### config.mk
export PLATFORM = sky130hd
export DESIGN_NAME = rggen_host_arbiter_flat
export DESIGN_NICKNAME = d
export VERILOG_FILES = /design/src/rtl/rggen_host_arbiter_if.sv /design/src/rtl/rggen_host_arbiter.sv /design/src/flat_wrapper.sv
export SDC_FILE = /design/constraint.sdc
export NUM_CORES = 1
export LEC_CHECK = 0
export CORE_AREA = 10 10 121 123
export DETAILED_ROUTE_END_ITERATION = 12
export DIE_AREA = 0 0 131 133
export MAX_ROUTING_LAYER = met4
export PLACE_DENSITY_LB_ADDON = 0.2
export SLEW_MARGIN = 0
export SYNTH_ARGS = -nofsm -noshare
export SYNTH_HDL_FRONTEND = slang
export SYNTH_SLANG_ARGS = --single-unit
### constraint.sdc
create_clock -name i_clk -period 5.8 [get_ports i_clk]
set_clock_uncertainty 0.05 [all_clocks]
set_input_delay 1.74 -clock i_clk [delete_from_list [all_inputs] [get_ports i_clk]]
set_output_delay 1.74 -clock i_clk [all_outputs]
set_load 0.02 [all_outputs]
### src/rtl/rggen_host_arbiter_if.sv
// Bundle of per-host rggen request/response lanes plus the single shared register-side port.
// "master" is the environment view (hosts and register block); "slave" is the arbiter view.
interface rggen_host_arbiter_if #(
    parameter int unsigned HOSTS         = 2,
    parameter int unsigned ADDRESS_WIDTH = 8,
    parameter int unsigned BUS_WIDTH     = 32
);
    logic [HOSTS-1:0]               valid;
    logic [2*HOSTS-1:0]             access;
    logic [ADDRESS_WIDTH*HOSTS-1:0] address;
    logic [BUS_WIDTH*HOSTS-1:0]     write_data;
    logic [BUS_WIDTH*HOSTS-1:0]     strobe;
    logic [HOSTS-1:0]               ready;
    logic [2*HOSTS-1:0]             status;
    logic [BUS_WIDTH*HOSTS-1:0]     read_data;

    logic                           reg_valid;
    logic [1:0]                     reg_access;
    logic [ADDRESS_WIDTH-1:0]       reg_address;
    logic [BUS_WIDTH-1:0]           reg_write_data;
    logic [BUS_WIDTH-1:0]           reg_strobe;
    logic                           reg_ready;
    logic [1:0]                     reg_status;
    logic [BUS_WIDTH-1:0]           reg_read_data;

    modport master (
        output valid, access, address, write_data, strobe,
        output reg_ready, reg_status, reg_read_data,
        input  ready, status, read_data,
        input  reg_valid, reg_access, reg_address, reg_write_data, reg_strobe
    );

    modport slave (
        input  valid, access, address, write_data, strobe,
        input  reg_ready, reg_status, reg_read_data,
        output ready, status, read_data,
        output reg_valid, reg_access, reg_address, reg_write_data, reg_strobe
    );
endinterface

### src/rtl/rggen_host_arbiter.sv
// Round-robin sharing of one rggen register-bus port between HOSTS masters; the grant is held
// until the register side answers or the optional watchdog forces a slave error.
module rggen_host_arbiter #(
    parameter int unsigned HOSTS         = 2,
    parameter int unsigned ADDRESS_WIDTH = 8,
    parameter int unsigned BUS_WIDTH     = 32,
    parameter int unsigned TIMEOUT       = 0
) (
    input  logic                 i_clk,
    input  logic                 i_rst,
    rggen_host_arbiter_if.slave  bus_if,
    output logic [HOSTS-1:0]     o_grant
);
    localparam int unsigned       IDX_W              = (HOSTS > 1) ? $clog2(HOSTS) : 1;
    localparam int unsigned       WD_W               = 16;
    localparam logic [1:0]        STATUS_SLAVE_ERROR = 2'b10;
    localparam bit                WD_EN              = (TIMEOUT != 0);
    localparam logic [WD_W-1:0]   WD_LAST            = WD_W'((TIMEOUT == 0) ? 0 : TIMEOUT - 1);

    typedef enum logic {
        ST_IDLE,
        ST_ACCESS
    } state_t;

    state_t                     r_state;
    state_t                     w_next_state;
    logic [IDX_W-1:0]           r_owner;
    logic [IDX_W-1:0]           r_ptr;
    logic [HOSTS-1:0]           r_grant;
    logic [1:0]                 r_access;
    logic [ADDRESS_WIDTH-1:0]   r_address;
    logic [BUS_WIDTH-1:0]       r_write_data;
    logic [BUS_WIDTH-1:0]       r_strobe;
    logic [WD_W-1:0]            r_watchdog;

    logic                       w_found;
    logic [IDX_W-1:0]           w_sel;
    logic                       w_timeout;
    logic                       w_done;
    logic [HOSTS-1:0]           w_ready;
    logic [2*HOSTS-1:0]         w_status;
    logic [BUS_WIDTH*HOSTS-1:0] w_read_data;

    // First requester found scanning upward from the host after the last owner.
    always_comb begin
        w_found = 1'b0;
        w_sel   = '0;
        for (int unsigned k = 1; k <= HOSTS; k++) begin
            if (!w_found && bus_if.valid[IDX_W'((32'(r_ptr) + k) % HOSTS)]) begin
                w_found = 1'b1;
                w_sel   = IDX_W'((32'(r_ptr) + k) % HOSTS);
            end
        end
    end

    // Completion steers the register response (or a forced error) to the owner only.
    always_comb begin
        w_next_state = r_state;
        w_timeout    = 1'b0;
        w_done       = 1'b0;
        w_ready      = '0;
        w_status     = '0;
        w_read_data  = '0;
        case (r_state)
            ST_IDLE: begin
                if (w_found) begin
                    w_next_state = ST_ACCESS;
                end
            end
            ST_ACCESS: begin
                w_timeout = WD_EN && (r_watchdog == WD_LAST);
                w_done    = bus_if.reg_ready || w_timeout;
                if (w_done) begin
                    w_next_state     = ST_IDLE;
                    w_ready[r_owner] = 1'b1;
                    if (bus_if.reg_ready) begin
                        w_status[2*r_owner +: 2]                    = bus_if.reg_status;
                        w_read_data[BUS_WIDTH*r_owner +: BUS_WIDTH] = bus_if.reg_read_data;
                    end else begin
                        w_status[2*r_owner +: 2] = STATUS_SLAVE_ERROR;
                    end
                end
            end
            default: begin
                w_next_state = ST_IDLE;
            end
        endcase
    end

    always_ff @(posedge i_clk or posedge i_rst) begin
        if (i_rst) begin
            r_state      <= ST_IDLE;
            r_owner      <= '0;
            r_ptr        <= IDX_W'(HOSTS - 1);
            r_grant      <= '0;
            r_access     <= '0;
            r_address    <= '0;
            r_write_data <= '0;
            r_strobe     <= '0;
            r_watchdog   <= '0;
        end else begin
            r_state <= w_next_state;
            case (r_state)
                ST_IDLE: begin
                    if (w_found) begin
                        r_owner      <= w_sel;
                        r_grant      <= HOSTS'(1) << w_sel;
                        r_access     <= bus_if.access[2*w_sel +: 2];
                        r_address    <= bus_if.address[ADDRESS_WIDTH*w_sel +: ADDRESS_WIDTH];
                        r_write_data <= bus_if.write_data[BUS_WIDTH*w_sel +: BUS_WIDTH];
                        r_strobe     <= bus_if.strobe[BUS_WIDTH*w_sel +: BUS_WIDTH];
                        r_watchdog   <= '0;
                    end
                end
                ST_ACCESS: begin
                    if (w_done) begin
                        r_ptr   <= r_owner;
                        r_grant <= '0;
                    end else begin
                        r_watchdog <= r_watchdog + WD_W'(1);
                    end
                end
                default: begin
                end
            endcase
        end
    end

    assign bus_if.ready          = w_ready;
    assign bus_if.status         = w_status;
    assign bus_if.read_data      = w_read_data;
    assign bus_if.reg_valid      = (r_state == ST_ACCESS);
    assign bus_if.reg_access     = r_access;
    assign bus_if.reg_address    = r_address;
    assign bus_if.reg_write_data = r_write_data;
    assign bus_if.reg_strobe     = r_strobe;
    assign o_grant               = r_grant;

endmodule

### src/flat_wrapper.sv
// flat-port wrapper written by rule: the top's interface ports become plain ports
module rggen_host_arbiter_flat 
#(
    parameter int unsigned HOSTS         = 2,
    parameter int unsigned ADDRESS_WIDTH = 8,
    parameter int unsigned BUS_WIDTH     = 32,
    parameter int unsigned TIMEOUT       = 0
)
  (i_clk, i_rst, o_grant, bus_if_valid, bus_if_access, bus_if_address, bus_if_write_data, bus_if_strobe, bus_if_reg_ready, bus_if_reg_status, bus_if_reg_read_data, bus_if_ready, bus_if_status, bus_if_read_data, bus_if_reg_valid, bus_if_reg_access, bus_if_reg_address, bus_if_reg_write_data, bus_if_reg_strobe);
  rggen_host_arbiter_if #(.HOSTS(HOSTS), .ADDRESS_WIDTH(ADDRESS_WIDTH), .BUS_WIDTH(BUS_WIDTH)) bus_if_i ();
  input  logic i_clk;
  input  logic i_rst;
  output logic [HOSTS-1:0] o_grant;
  input wire logic [$bits(bus_if_i.valid)-1:0] bus_if_valid;
  input wire logic [$bits(bus_if_i.access)-1:0] bus_if_access;
  input wire logic [$bits(bus_if_i.address)-1:0] bus_if_address;
  input wire logic [$bits(bus_if_i.write_data)-1:0] bus_if_write_data;
  input wire logic [$bits(bus_if_i.strobe)-1:0] bus_if_strobe;
  input wire logic [$bits(bus_if_i.reg_ready)-1:0] bus_if_reg_ready;
  input wire logic [$bits(bus_if_i.reg_status)-1:0] bus_if_reg_status;
  input wire logic [$bits(bus_if_i.reg_read_data)-1:0] bus_if_reg_read_data;
  output wire logic [$bits(bus_if_i.ready)-1:0] bus_if_ready;
  output wire logic [$bits(bus_if_i.status)-1:0] bus_if_status;
  output wire logic [$bits(bus_if_i.read_data)-1:0] bus_if_read_data;
  output wire logic [$bits(bus_if_i.reg_valid)-1:0] bus_if_reg_valid;
  output wire logic [$bits(bus_if_i.reg_access)-1:0] bus_if_reg_access;
  output wire logic [$bits(bus_if_i.reg_address)-1:0] bus_if_reg_address;
  output wire logic [$bits(bus_if_i.reg_write_data)-1:0] bus_if_reg_write_data;
  output wire logic [$bits(bus_if_i.reg_strobe)-1:0] bus_if_reg_strobe;
  assign bus_if_i.valid = bus_if_valid;
  assign bus_if_i.access = bus_if_access;
  assign bus_if_i.address = bus_if_address;
  assign bus_if_i.write_data = bus_if_write_data;
  assign bus_if_i.strobe = bus_if_strobe;
  assign bus_if_i.reg_ready = bus_if_reg_ready;
  assign bus_if_i.reg_status = bus_if_reg_status;
  assign bus_if_i.reg_read_data = bus_if_reg_read_data;
  assign bus_if_ready = bus_if_i.ready;
  assign bus_if_status = bus_if_i.status;
  assign bus_if_read_data = bus_if_i.read_data;
  assign bus_if_reg_valid = bus_if_i.reg_valid;
  assign bus_if_reg_access = bus_if_i.reg_access;
  assign bus_if_reg_address = bus_if_i.reg_address;
  assign bus_if_reg_write_data = bus_if_i.reg_write_data;
  assign bus_if_reg_strobe = bus_if_i.reg_strobe;
  rggen_host_arbiter #(.HOSTS(HOSTS), .ADDRESS_WIDTH(ADDRESS_WIDTH), .BUS_WIDTH(BUS_WIDTH), .TIMEOUT(TIMEOUT)) u_core (.i_clk(i_clk), .i_rst(i_rst), .bus_if(bus_if_i), .o_grant(o_grant));
endmodule
## After elaboration in Yosys (flattened, before gate mapping)

Cells that the tools add are included.
W data, S select, Z words.

- Register bits after elaboration: 79
- Bits in latches: 0
- Memory bits (writable): 0
- Bits in read-only memories: 0
- Output and inout bits: 147
- Word-level logic and storage cells: 59
- Memories kept: 0

- Add/subtract/negate cells: 4
- Multiply operators: 0
- Divide/modulo/power cells: 0
- Magnitude comparators: 4
- Equality and inequality tests: 2
- Shift-type cells: 9
- Muxes and demuxes: 23
- Bitwise logic cells: 3
- Reduce and logical (&&, ||, !) cells: 6

Operator list:

| cell | count |
|---|---|
| $mux W64 | 2 |
| $shiftx A64 B7 Y32 | 2 |
| $and A64 B64 Y64 | 1 |
| $shift A32 B34 Y64 const A | 1 |
| $shiftx A32 B34 Y64 | 1 |
| $neg A2 Y34 | 1 |
| $neg A6 Y34 | 1 |
| $shift A2 B34 Y4 const A | 1 |
| $shiftx A2 B34 Y4 | 1 |
| $shiftx A16 B5 Y8 | 1 |
| $mux W1 | 12 |
| $mux W2 | 4 |
| $mux W4 | 2 |
| $lt A1 B2 Y1 const B | 3 |
| $reduce_and A2 Y1 | 3 |
| $and A4 B4 Y4 | 1 |
| $pmux W2 S2 | 1 |
| $shiftx A4 B3 Y2 | 1 |
| $add A1 B1 Y1 const B | 2 |
| $logic_and A1 B1 Y1 | 2 |
| $ne A2 B1 Y1 const B | 1 |
| $ne A2 B2 Y1 const B | 1 |
| $pmux W1 S2 | 1 |
| $shl A1 B1 Y2 const A | 1 |
| 4 further kinds | 4 |

## Logic depth before layout (Yosys ltp)

- Depth after elaboration: 10
- Depth in mapped cells: 6
- Mapped depth without buffers: 3

## Worst setup path after synthesis

Ideal clock, no wire load.

- Path type: input port to output port
- Start: in bus_if_reg_ready
- End: out bus_if_read_data[25]
- Arrival time: 2.736 ns
- Slack: 1.274 ns
- Stages: 4
- Buffers on the path: 1
- Cells stage by stage: nand2_1 > nor2_1 > clkbuf_1 > and2_1

- Longest elaborated chain between the ends: 2

RTL lines:

| item | RTL line | RTL |
|---|---|---|
| from (decl) | flat_wrapper.sv:19 | `input wire logic [$bits(bus_if_i.reg_ready)-1:0] bus_if_reg_ready;` |
| $mux W64 | rggen_host_arbiter.sv:73 | `if (w_done) begin` |
| $mux W64 | rggen_host_arbiter.sv:64 | `case (r_state)` |
| to (decl) | flat_wrapper.sv:24 | `output wire logic [$bits(bus_if_i.read_data)-1:0] bus_if_read_data;` |

Every way passes these cells.

## Worst setup path after layout

- Start: in bus_if_reg_ready
- End: out bus_if_read_data[4]

The elaborated chain is that of the path after synthesis.

==> flow_summary_export.csv <==
group,metric,value,unit
global_routing,grt_max_degree,47,
job,drv_cap,0,
power,leakagePower,3.27,nW
drt,via_count,4452,
finish,drive_above_1_share,0.0426,
worst_setup_path,reg2reg_depth,3,
floorplanning,ios,334,
logic_synthesis,syn_area,3920,um2
clock_tree,ctsResizeCount,0,
worst_hold_path,min_path_cells,1,
drt,wl,19100,um
finish,antenna_cells,0,
clock_tree,post_cts_buffers,0,
drt,drc_errors,0,
worst_setup_path,path_class,"in2out",
timing,worstMarginPinSlew,1.14,ns
timing,setup_viol,0,
finish,areaGrowthSynthToFinish,95.6,%
place,place_hpwl,15000,um
timing,hold_viol,0,
timing,fin_crit_sh,0.923,
logic_synthesis,yosys_most_used_dff,"dfrtp_1",
floorplanning,start_util,0.317,
clock_tree,root_buffer,"clkbuf_16",
timing,fmaxAchievable,0.187,GHz
logic_synthesis,synth.yosys.seq_area_share,0.504,
global_routing,antenna_found_initial,0,
clock_tree,cts.htree.levels,3,
finish,final_common_cell,"clkdlybuf4s50_1",
worst_setup_path,worstPathArrival,3.56,ns
finish,fillCellCount,1047,
worst_hold_path,hp-class,"reg2reg",
worst_setup_path,r2r_start,"u_core.r_ptr$_DFFE_PP1P_",
worst_hold_path,hp-start,"u_core.r_owner$_DFFE_PP0P_",
worst_setup_path,critPathRequiredTime,4.01,ns
worst_setup_path,critPathMaxFanout,35,
finish,nets,910,
clock_tree,clock_latency,0.32,ns
global_routing,track_usage,0.216,
logic_synthesis,yosysWarnings,0,
worst_hold_path,hold_end,"u_core.r_owner$_DFFE_PP0P_",
drt,drt-pass1-iter-count,5,
clock_tree,cts_sinks,79,
logic_synthesis,syn-num-nets,595,
global_routing,grt_pass1_vias,4807,
logic_synthesis,synthCells,408,
place,io_buffers,333,
clock_tree,cts_hold_buf,0,
worst_setup_path,reg2reg_slack,3.61,ns
logic_synthesis,async_flop_share,1.00,
drt,vias_per_cell,4.95,
logic_synthesis,synth_edf_count,0,
timing,fin_crit,5.35,ns
drt,wl_per_cell,21.3,um
clock_tree,clock_path_buffers,2,
clock_tree,cts_tree,"yes",
drt,drt_first_iter_violations,291,
floorplanning,core_area,12400,um2
clock_tree,cts_buffers,9,
finish,mostFrequentLayoutCells,"clkdlybuf4s50_1 (333), dfrtp_1 (78), and2_1 (68)",
drt,antenna_left,0,
floorplanning,die_height,133,um
finish,final_util,0.621,
global_routing,grt_overflow,0,
worst_setup_path,r2r_end,"u_core.bus_if.reg_write_data[0]$_DFFE_PP0P_",
clock_tree,clk_pin_slew,0.05,ns
timing,rsz0062_at_grt,"no",
place,gp_congestion,0.833,
power,peakVddDrop,0.147,mV
worst_setup_path,endpoint_kind,"output port",
floorplanning,die-area,17400,um2
logic_synthesis,ys_ff_latch,79,
power,power_density,306,nW/um2
floorplanning,die_x,131,um
logic_synthesis,ys_types,20,
timing,tns,0,ns
global_routing,grt_pass1_wl,28400,um
floorplanning,num_rows,41,
timing,slew_headroom,0.236,
outcome,outcome,"completed",
logic_synthesis,avgSynthCellArea,9.62,um2
worst_setup_path,start_kind,"input pin",
timing,slew_violations,0,
## worst max-delay path by stage
stage	startpoint	to	slack (ns)	depth (start not counted)
CTS	bus_if_reg_ready	bus_if_read_data[27]	0.45	6
global route	bus_if_reg_ready	bus_if_read_data[27]	0.35	6
finish	bus_if_reg_ready	bus_if_read_data[4]	0.45	6
global placement	bus_if_reg_ready	bus_if_read_data[27]	0.47	6
floorplan	bus_if_reg_ready	bus_if_read_data[25]	1.27	4
detailed placement	bus_if_reg_ready	bus_if_read_data[27]	0.46	6
## routing by layer
| metal | vias to the layer above | track usage | routed length [um] |
|---|---|---|---|
| met5 | - | - | 0 |
| met1 | 2121 | 0.240 | 7210 |
| met2 | 227 | 0.361 | 9730 |
| met4 | 0 | 0.0717 | 407 |
| li1 | 2082 | - | - |
| met3 | 22 | 0.0639 | 1780 |
## synthesized netlist by cell type (all sizes together), types with 2 or more instances
cell,n,share of area
clkbuf,17,0.016
a31o,2,0.0045
a221o,44,0.11
nand2,31,0.030
dfrtp,78,0.50
a21oi,60,0.077
nor2,33,0.032
and3,45,0.072
a21o,2,0.0038
buf,21,0.028
and2,68,0.11
## power breakdown
part	internal [W]	total [W]	switching [W]
Combinational	0.000522	0.00102	0.000499
Clock	0.000343	0.000552	0.000210
Sequential	0.000690	0.000773	0.0000827
Total	0.00155	0.00235	0.000791
## state kept, by name (all words and copies together), names as in the netlist
name / flops
u_core.r_ptr: 1
u_core.bus_if.reg_strobe: 32
u_core.bus_if.reg_valid: 1
u_core.r_owner: 1
u_core.bus_if.reg_access: 2
u_core.o_grant: 2
u_core.bus_if.reg_address: 8
u_core.bus_if.reg_write_data: 32
## metrics by stage
stage                     hold WS, ns  total power, W  area [um2]  setup WS, ns  instances
after floorplan                 0.414         0.00123        3920          1.27        408
after global placement          0.440         0.00179        7390         0.469        884
after detailed placement        0.443         0.00181        7390         0.460        884
after CTS                       0.464         0.00237        7680         0.448        899
after global routing            0.475         0.00246        7680         0.348        899
final                           0.456         0.00235        7680         0.448        899
## layout make-up
| cell class | count | area, um2 | area share |
|---|---|---|---|
| inverters | 1 | 5.00 | 0.000652 |
| flip-flops and latches | 79 | 1980 | 0.258 |
| repair buffers | 342 | 3400 | 0.443 |
| clock buffers | 12 | 246 | 0.0321 |
| clock inverters | 3 | 43.8 | 0.00570 |
| multi-input cells | 290 | 1790 | 0.233 |
| well taps | 172 | 215 | 0.0280 |
## critical path, cell delays in order
cell	delay, ns
clkdlybuf4s50_1	0.47
nand2_1	0.12
nor2_1	0.12
buf_4	0.27
and2_1	0.18
clkdlybuf4s50_1	0.64
## cells by family after synthesis
| logic type | after synthesis | synth area share |
|---|---|---|
| AND/OR/NAND/NOR | 177 | 0.242 |
| buffers and inverters | 39 | 0.0456 |
| AO/OA/AOI/OAI | 113 | 0.208 |
| flip-flops | 79 | 0.504 |
Note: power is estimated with default switching activity, not from simulation.
